File: src/rtl/fetch_pkg.sv
// Shared types for the instruction fetch front end: FSM states, FIFO entry
// layout and Wishbone constants.
package fetch_pkg;

   typedef enum logic [1:0] {
      IDLE,
      REQ,
      HALT
   } fetch_state_t;

   localparam logic [2:0] WB_CTI_CLASSIC = 3'b000;

   typedef struct packed {
      logic [31:0] pc;
      logic [31:0] ins;
      logic        err;
   } fetch_entry_t;

   function automatic logic [31:0] word_align(input logic [31:0] addr);
      return {addr[31:2], 2'b00};
   endfunction

endpackage

File: src/rtl/fetch_fifo.sv
// In-order prefetch FIFO of fetch entries with a registered head, flush
// and an occupancy count.
module fetch_fifo
   import fetch_pkg::*;
#(
   parameter int unsigned DEPTH = 4
) (
   input  logic                       clk_i,
   input  logic                       rst_i,
   input  logic                       push_i,
   input  fetch_entry_t               data_i,
   input  logic                       pop_i,
   input  logic                       flush_i,
   output fetch_entry_t               head_o,
   output logic                       valid_o,
   output logic [$clog2(DEPTH):0]     count_o
);

   localparam int unsigned AW = $clog2(DEPTH);
   localparam int unsigned CW = AW + 1;

   fetch_entry_t  mem_q [DEPTH];
   fetch_entry_t  head_q, head_d;
   logic [AW-1:0] rd_q, rd_d, wr_q, wr_d;
   logic [CW-1:0] cnt_q, cnt_d;
   logic          valid_q;
   logic          do_pop;

   assign do_pop = pop_i && (cnt_q != '0);

   // The head is precomputed for the next cycle; when the FIFO drains to
   // empty in the same cycle as a push, the incoming entry bypasses storage.
   always_comb begin
      rd_d   = rd_q;
      wr_d   = wr_q;
      cnt_d  = cnt_q;
      head_d = '0;
      if (flush_i) begin
         rd_d  = '0;
         wr_d  = '0;
         cnt_d = '0;
      end else begin
         if (do_pop) rd_d = rd_q + AW'(1);
         if (push_i) wr_d = wr_q + AW'(1);
         cnt_d = cnt_q + CW'(push_i) - CW'(do_pop);
         if (cnt_d != '0) begin
            if (push_i && (rd_d == wr_q)) head_d = data_i;
            else                          head_d = mem_q[rd_d];
         end
      end
   end

   always_ff @(posedge clk_i) begin
      if (rst_i) begin
         rd_q    <= '0;
         wr_q    <= '0;
         cnt_q   <= '0;
         head_q  <= '0;
         valid_q <= 1'b0;
      end else begin
         rd_q    <= rd_d;
         wr_q    <= wr_d;
         cnt_q   <= cnt_d;
         head_q  <= head_d;
         valid_q <= (cnt_d != '0);
      end
   end

   always_ff @(posedge clk_i) begin
      if (push_i && !flush_i) mem_q[wr_q] <= data_i;
   end

   assign head_o  = head_q;
   assign valid_o = valid_q;
   assign count_o = cnt_q;

endmodule

File: src/rtl/fetch_prefetch_unit.sv
// Instruction fetch unit: Wishbone B4 classic read master feeding an
// in-order prefetch FIFO, with redirect, retry limiting and bus-error markers.
module fetch_prefetch_unit
   import fetch_pkg::*;
#(
   parameter logic [31:0] RESET_VECTOR = 32'h0000_0000,
   parameter int unsigned FIFO_DEPTH   = 4,
   parameter int unsigned RETRY_LIMIT  = 3
) (
   input  logic        clk,
   input  logic        rst,
   input  logic        ACK_I,
   input  logic        ERR_I,
   input  logic        RTY_I,
   input  logic [31:0] DAT_I,
   output logic        STB_O,
   output logic        CYC_O,
   output logic [31:0] ADR_O,
   output logic [31:0] DAT_O,
   output logic        WE_O,
   output logic [2:0]  CTI_O,
   output logic [31:0] ins_o,
   output logic [31:0] pc_o,
   output logic        err_o,
   output logic        valid_o,
   input  logic        ready_i,
   output logic        stall_o,
   input  logic        jmp_i,
   input  logic [31:0] jmp_addr_i
);

   localparam int unsigned CW = $clog2(FIFO_DEPTH) + 1;
   localparam int unsigned RW = $clog2(RETRY_LIMIT + 2);

   fetch_state_t  state_q;
   logic [31:0]   pc_q;
   logic [31:0]   adr_q;
   logic [RW-1:0] retry_q;
   logic          cyc_q, stb_q;

   fetch_entry_t  head, push_data;
   logic          push, pop, fifo_valid;
   logic [CW-1:0] fifo_cnt;
   logic          active, bus_err, retry_last, room_after_ack;

   assign active         = (state_q == REQ) && stb_q;
   assign pop            = fifo_valid && ready_i;
   assign retry_last     = (32'(retry_q) + 32'd1) >= RETRY_LIMIT;
   assign bus_err        = active && (ERR_I || (RTY_I && retry_last));
   assign push           = !jmp_i && ((active && ACK_I) || bus_err);
   assign room_after_ack = (32'(fifo_cnt) + 32'd1 - 32'(pop)) < FIFO_DEPTH;

   always_comb begin
      push_data     = '0;
      push_data.pc  = pc_q;
      if (active && ACK_I) push_data.ins = DAT_I;
      else                 push_data.err = 1'b1;
   end

   // REQ with STB low is the one-cycle gap before (re)issuing pc_q, used
   // both after a retry and after a redirect.
   always_ff @(posedge clk) begin
      if (rst) begin
         state_q <= IDLE;
         pc_q    <= RESET_VECTOR;
         adr_q   <= RESET_VECTOR;
         retry_q <= '0;
         cyc_q   <= 1'b0;
         stb_q   <= 1'b0;
      end else if (jmp_i) begin
         state_q <= REQ;
         pc_q    <= word_align(jmp_addr_i);
         adr_q   <= word_align(jmp_addr_i);
         retry_q <= '0;
         cyc_q   <= 1'b0;
         stb_q   <= 1'b0;
      end else begin
         case (state_q)
            IDLE: begin
               if (32'(fifo_cnt) < FIFO_DEPTH) begin
                  state_q <= REQ;
                  cyc_q   <= 1'b1;
                  stb_q   <= 1'b1;
                  adr_q   <= pc_q;
               end
            end
            REQ: begin
               if (!stb_q) begin
                  cyc_q <= 1'b1;
                  stb_q <= 1'b1;
                  adr_q <= pc_q;
               end else if (ACK_I) begin
                  retry_q <= '0;
                  pc_q    <= pc_q + 32'd4;
                  adr_q   <= pc_q + 32'd4;
                  if (!room_after_ack) begin
                     state_q <= IDLE;
                     cyc_q   <= 1'b0;
                     stb_q   <= 1'b0;
                  end
               end else if (bus_err) begin
                  retry_q <= '0;
                  state_q <= HALT;
                  cyc_q   <= 1'b0;
                  stb_q   <= 1'b0;
               end else if (RTY_I) begin
                  retry_q <= retry_q + RW'(1);
                  stb_q   <= 1'b0;
               end
            end
            HALT: begin
               cyc_q <= 1'b0;
               stb_q <= 1'b0;
            end
            default: begin
               state_q <= IDLE;
               cyc_q   <= 1'b0;
               stb_q   <= 1'b0;
            end
         endcase
      end
   end

   fetch_fifo #(
      .DEPTH(FIFO_DEPTH)
   ) u_fifo (
      .clk_i   (clk),
      .rst_i   (rst),
      .push_i  (push),
      .data_i  (push_data),
      .pop_i   (pop),
      .flush_i (jmp_i),
      .head_o  (head),
      .valid_o (fifo_valid),
      .count_o (fifo_cnt)
   );

   assign STB_O   = stb_q;
   assign CYC_O   = cyc_q;
   assign ADR_O   = adr_q;
   assign DAT_O   = '0;
   assign WE_O    = 1'b0;
   assign CTI_O   = WB_CTI_CLASSIC;
   assign ins_o   = head.ins;
   assign pc_o    = head.pc;
   assign err_o   = head.err;
   assign valid_o = fifo_valid;
   assign stall_o = !fifo_valid;

endmodule

File: config.mk
export PLATFORM = sky130hd
export DESIGN_NAME = fetch_prefetch_unit
export DESIGN_NICKNAME = d
export VERILOG_FILES = /design/src/rtl/fetch_pkg.sv /design/src/rtl/fetch_fifo.sv /design/src/rtl/fetch_prefetch_unit.sv
export SDC_FILE = /design/constraint.sdc
export NUM_CORES = 1
export LEC_CHECK = 0
export BUFFER_PORTS_ARGS = -buffer_cell sky130_fd_sc_hd__buf_2
export CAP_MARGIN = 20
export CORE_ASPECT_RATIO = 0.5
export CORE_MARGIN = 10
export CORE_UTILIZATION = 30
export DETAILED_ROUTE_END_ITERATION = 6
export GPL_TIMING_DRIVEN = 0
export MAX_ROUTING_LAYER = met4
export PLACE_DENSITY_LB_ADDON = 0.05
export SLEW_MARGIN = 10
export SYNTH_ARGS = -nofsm -noshare
export SYNTH_HDL_FRONTEND = slang
export SYNTH_HIERARCHICAL = 1
export SYNTH_SLANG_ARGS = --single-unit
File: constraint.sdc
create_clock -name clk -period 3.96 [get_ports clk]
set_clock_uncertainty 0.05 [all_clocks]
set_input_delay 0.792 -clock clk [delete_from_list [all_inputs] [get_ports clk]]
set_output_delay 0.792 -clock clk [all_outputs]
set_load 0.05 [all_outputs]
==> metrics.md <==
| Metric | Value |
|---|---|
| Synth top cells by count | `306 x nand2_1, 260 x edfxtp_1, 148 x nor3_1` |
| GR Layer Usage met3 | `between 3 and 4%` |
| Cts bufs inserted | `42` |
| Setup crit start kind | `primary input` |
| Crit path from | `jmp_i` |
| Area contributors post-synth | `edfxtp_1 40%, dfxtp_1 14%, nand2_1 5.8%` |
| Slew Viols, Final | `0` |
| CTS sink cnt | `400` |
| Yosys cell types | `between 70 and 80` |
| Main synth FF type | `edfxtp_1` |
| Area of the mapped netlist | `between 15000 and 20000 sq um` |
| HPWL after DPL | `~50 mm` |
| Initial DRC Count | `about 1300` |
| Rows | `66` |
| Routed len/inst | `23.9 um` |
| Ports | `208` |
| Post-route minimum period | `around 3.7 ns` |
| Syn. warnings | `6` |
| Starting Density | `a little under a third` |
| Synth Register Bits | `400` |
| GR Layer Usage met1 | `between 20% and 30%` |
| Share of cells above drive strength 1 | `~16%` |
| Rel. slew slack | `a little over a third` |
| Die W | `~380 um` |
| First-pass GRT wire length | `112 mm` |
| Yosys top cell area share | `approximately two fifths` |
| Final core utilization | `a little over a third` |
| IO Port Bufs | `about 170` |
| Crit. End Element | `register` |
| Power after layout | `between 9 and 10 mW` |
| Antenna-violating nets left | `0` |
| Design area | `23400 sq um` |
| RSZ-0062 raised after global routing | `no` |
| Hold path start | `retry_q[0]` |
| Most Crowded Layer GR | `met2` |
| Max Cap Viol | `0` |
| Fraction of the yosys area taken by sequential cells | `around 54%` |
| Placed cell areas | `21900 sq um` |
| Fillers | `6740` |
| GP Congestion | `0.836` |
| Pre-Repair DR Iteration Count | `5` |
| Antenna violations before repair | `1` |
| Hold crit path type | `reg2reg` |
| Largest area contributor in the netlist | `edfxtp_1` |
| Leading cell type by number of instances after synthesis | `nand2_1` |
| Clk slew on worst S/H paths | `0.06 ns` |
| H-tree levels | `2` |
| Max frequency | `approximately 0.27 GHz` |
| Worst endpoint required time | `around 4.4 ns` |
| Total gr overflow | `0` |
| Core Region | `between 60000 and 70000 sq um` |
| Vias in the first global route | `~17000` |
| Worst path arrival time | `~4.1 ns` |
| PwrDens | `slightly below 400 nW/um^2` |
| Cells after Synth | `approximately 2000` |
| Final hold violation count | `0` |
| Antenna cells | `0` |
| RR Startpoint | `retry_q[0]` |
| Leakage | `roughly 8 nW` |
| Hold buffer count at cts | `0` |
| Hold_ws | `0.447 ns` |
| Worst skew pair latency | `about 0.58 ns` |
| Root Buffer | `clkbuf_16` |
| Clock tree buffer depth | `3` |
| M2 GR Usage | `between 30% and 40%` |
| Final WL | `about 76 mm` |
| Least-Margin Pin Slew | `between 0.9 and 1 ns` |
| GRT Total Usage | `19.6%` |
| Period utilization | `between 90% and 100%` |
| CP Class | `in2reg` |
| Die area | `about 77000 sq um` |
| CTS tree | `yes` |
| Final number of setup-violating endpoints | `0` |
| Mapped Avg Cell Area | `9.85 sq um` |
| Die H | `between 200 and 250 um` |
| Status | `completed` |
| Async SR Flop Fraction | `0%` |
| Number of synthesized flops with an enable pin | `between 200 and 300` |
| Vias | `approximately 17000` |
| Area grow syn2layout | `19.0%` |
| Vias/cell | `roughly 5.2` |
| Remaining DRCs | `0` |
| Largest net degree at the start of global routing | `44` |
| VDD IR max | `about 0.00031 V` |
| Nets | `about 2300` |
| Crit path max fanout | `10` |
[stage by stage]
step	instances	setup WS [ns]	TNS [ns]
after CTS	3176	0.00232	0
after floorplan	2043	-0.0386	-1.16
after global routing	3180	0.0446	0
final	3180	0.226	0
after detailed placement	3099	-2.22	-231.92
after global placement	3093	-2.71	-712.51
[registers in the layout, indices dropped and copies added (netlist names), 3 cells and up]
register / count
ADR_O: 30
u_fifo/head_o: 65
u_fifo/count_o: 3
retry_q: 3
pc_q: 30
u_fifo/mem_q: 260
[critical path, cell delays in order]
cell and delay (ns):
buf_2 0.18, buf_2 0.24, buf_2 0.25, clkbuf_4 0.26, nor3_2 0.20, buf_4 0.17, ha_1 0.14, inv_1 0.04
fa_1 0.37, xor2_1 0.16, xnor2_1 0.18, a31oi_2 0.32, buf_8 0.17, clkbuf_4 0.22, o31ai_1 0.09, a31oi_1 0.31
[logic make-up (layout without fill, tap and decap cells)]
logic type / count (synthesis) / after routing / share of synthesized area, %
other: 1 / 48 / 0.0191
adder cells (fa/ha/maj): 10 / 10 / 0.675
buffers and inverters: 237 / 490 / 5.74
XOR/XNOR: 50 / 50 / 2.23
AND/OR/NAND/NOR: 914 / 914 / 22.6
flip-flops: 400 / 400 / 54.0
multiplexers: 2 / 2 / 0.102
AO/OA/AOI/OAI: 382 / 382 / 14.6
[cells in the final DEF (no fill, tap or decap), types with 10 or more instances in the layout]
master     netlist  final
nand2_1        306    306
edfxtp_1       260    260
buf_2           29    197
nor3_1         148    147
nand3_1        146    146
dfxtp_1        140    140
clkbuf_1       133    128
nor2_1         117    117
and2_1         105    101
a211oi_1        83     83
a31oi_1         73     72
o31ai_1         67     67
a311o_1         65     65
buf_4           45     52
conb_1           1     48
clkbuf_16        0     46
xnor2_1         40     40
a21oi_1         30     30
o21ai_0         20     20
nand4_1         18     18
nor4_1          13     13
inv_1           12     12
o31a_1          11     11
xor2_1          10     10
[final timing paths]
| check | endpoint | slack, ns | cells past startpoint |
|---|---|---|---|
| setup / recovery | u_fifo/head_o[47] | 0.23 | 16 |
| hold / removal | retry_q[0] | 0.45 | 2 |
| setup reg to reg | u_fifo/head_o[47] | 0.27 | 17 |
| hold reg to reg | retry_q[0] | 0.45 | 2 |
[layer usage]
metal  share of wire (%)  vias to the layer above
met5                   0                        -
met4                 1.7                        0
met3                 6.0                       94
met2                  45                      541
met1                  48                     8121
li1                    -                     7833
[timing repair]
item	CTS	global route
endpoints found under the setup margin	100	47
pin swaps	2	3
gates resized for setup	14	16
buffers inserted	2	4
[report_power, final]
group	leakage [nW]	total (mW)	switching (mW)	internal, mW
Combinational	3.94	0.565	0.395	0.169
Clock	0.696	4.14	1.79	2.35
Sequential	3.32	4.57	0.0897	4.48
[cell type report]
cell class	count	area, sq um	share of cell area, %
timing repair buffer	178	1010	4.31
multi-input combinational	1406	8110	34.7
tap	884	1110	4.73
inverter	15	61.3	0.262
clock buffer	58	1260	5.37
buffer	219	1090	4.67
clock inverter	20	148	0.631
sequential	400	10600	45.4
Power figures use the tool's default switching activity.
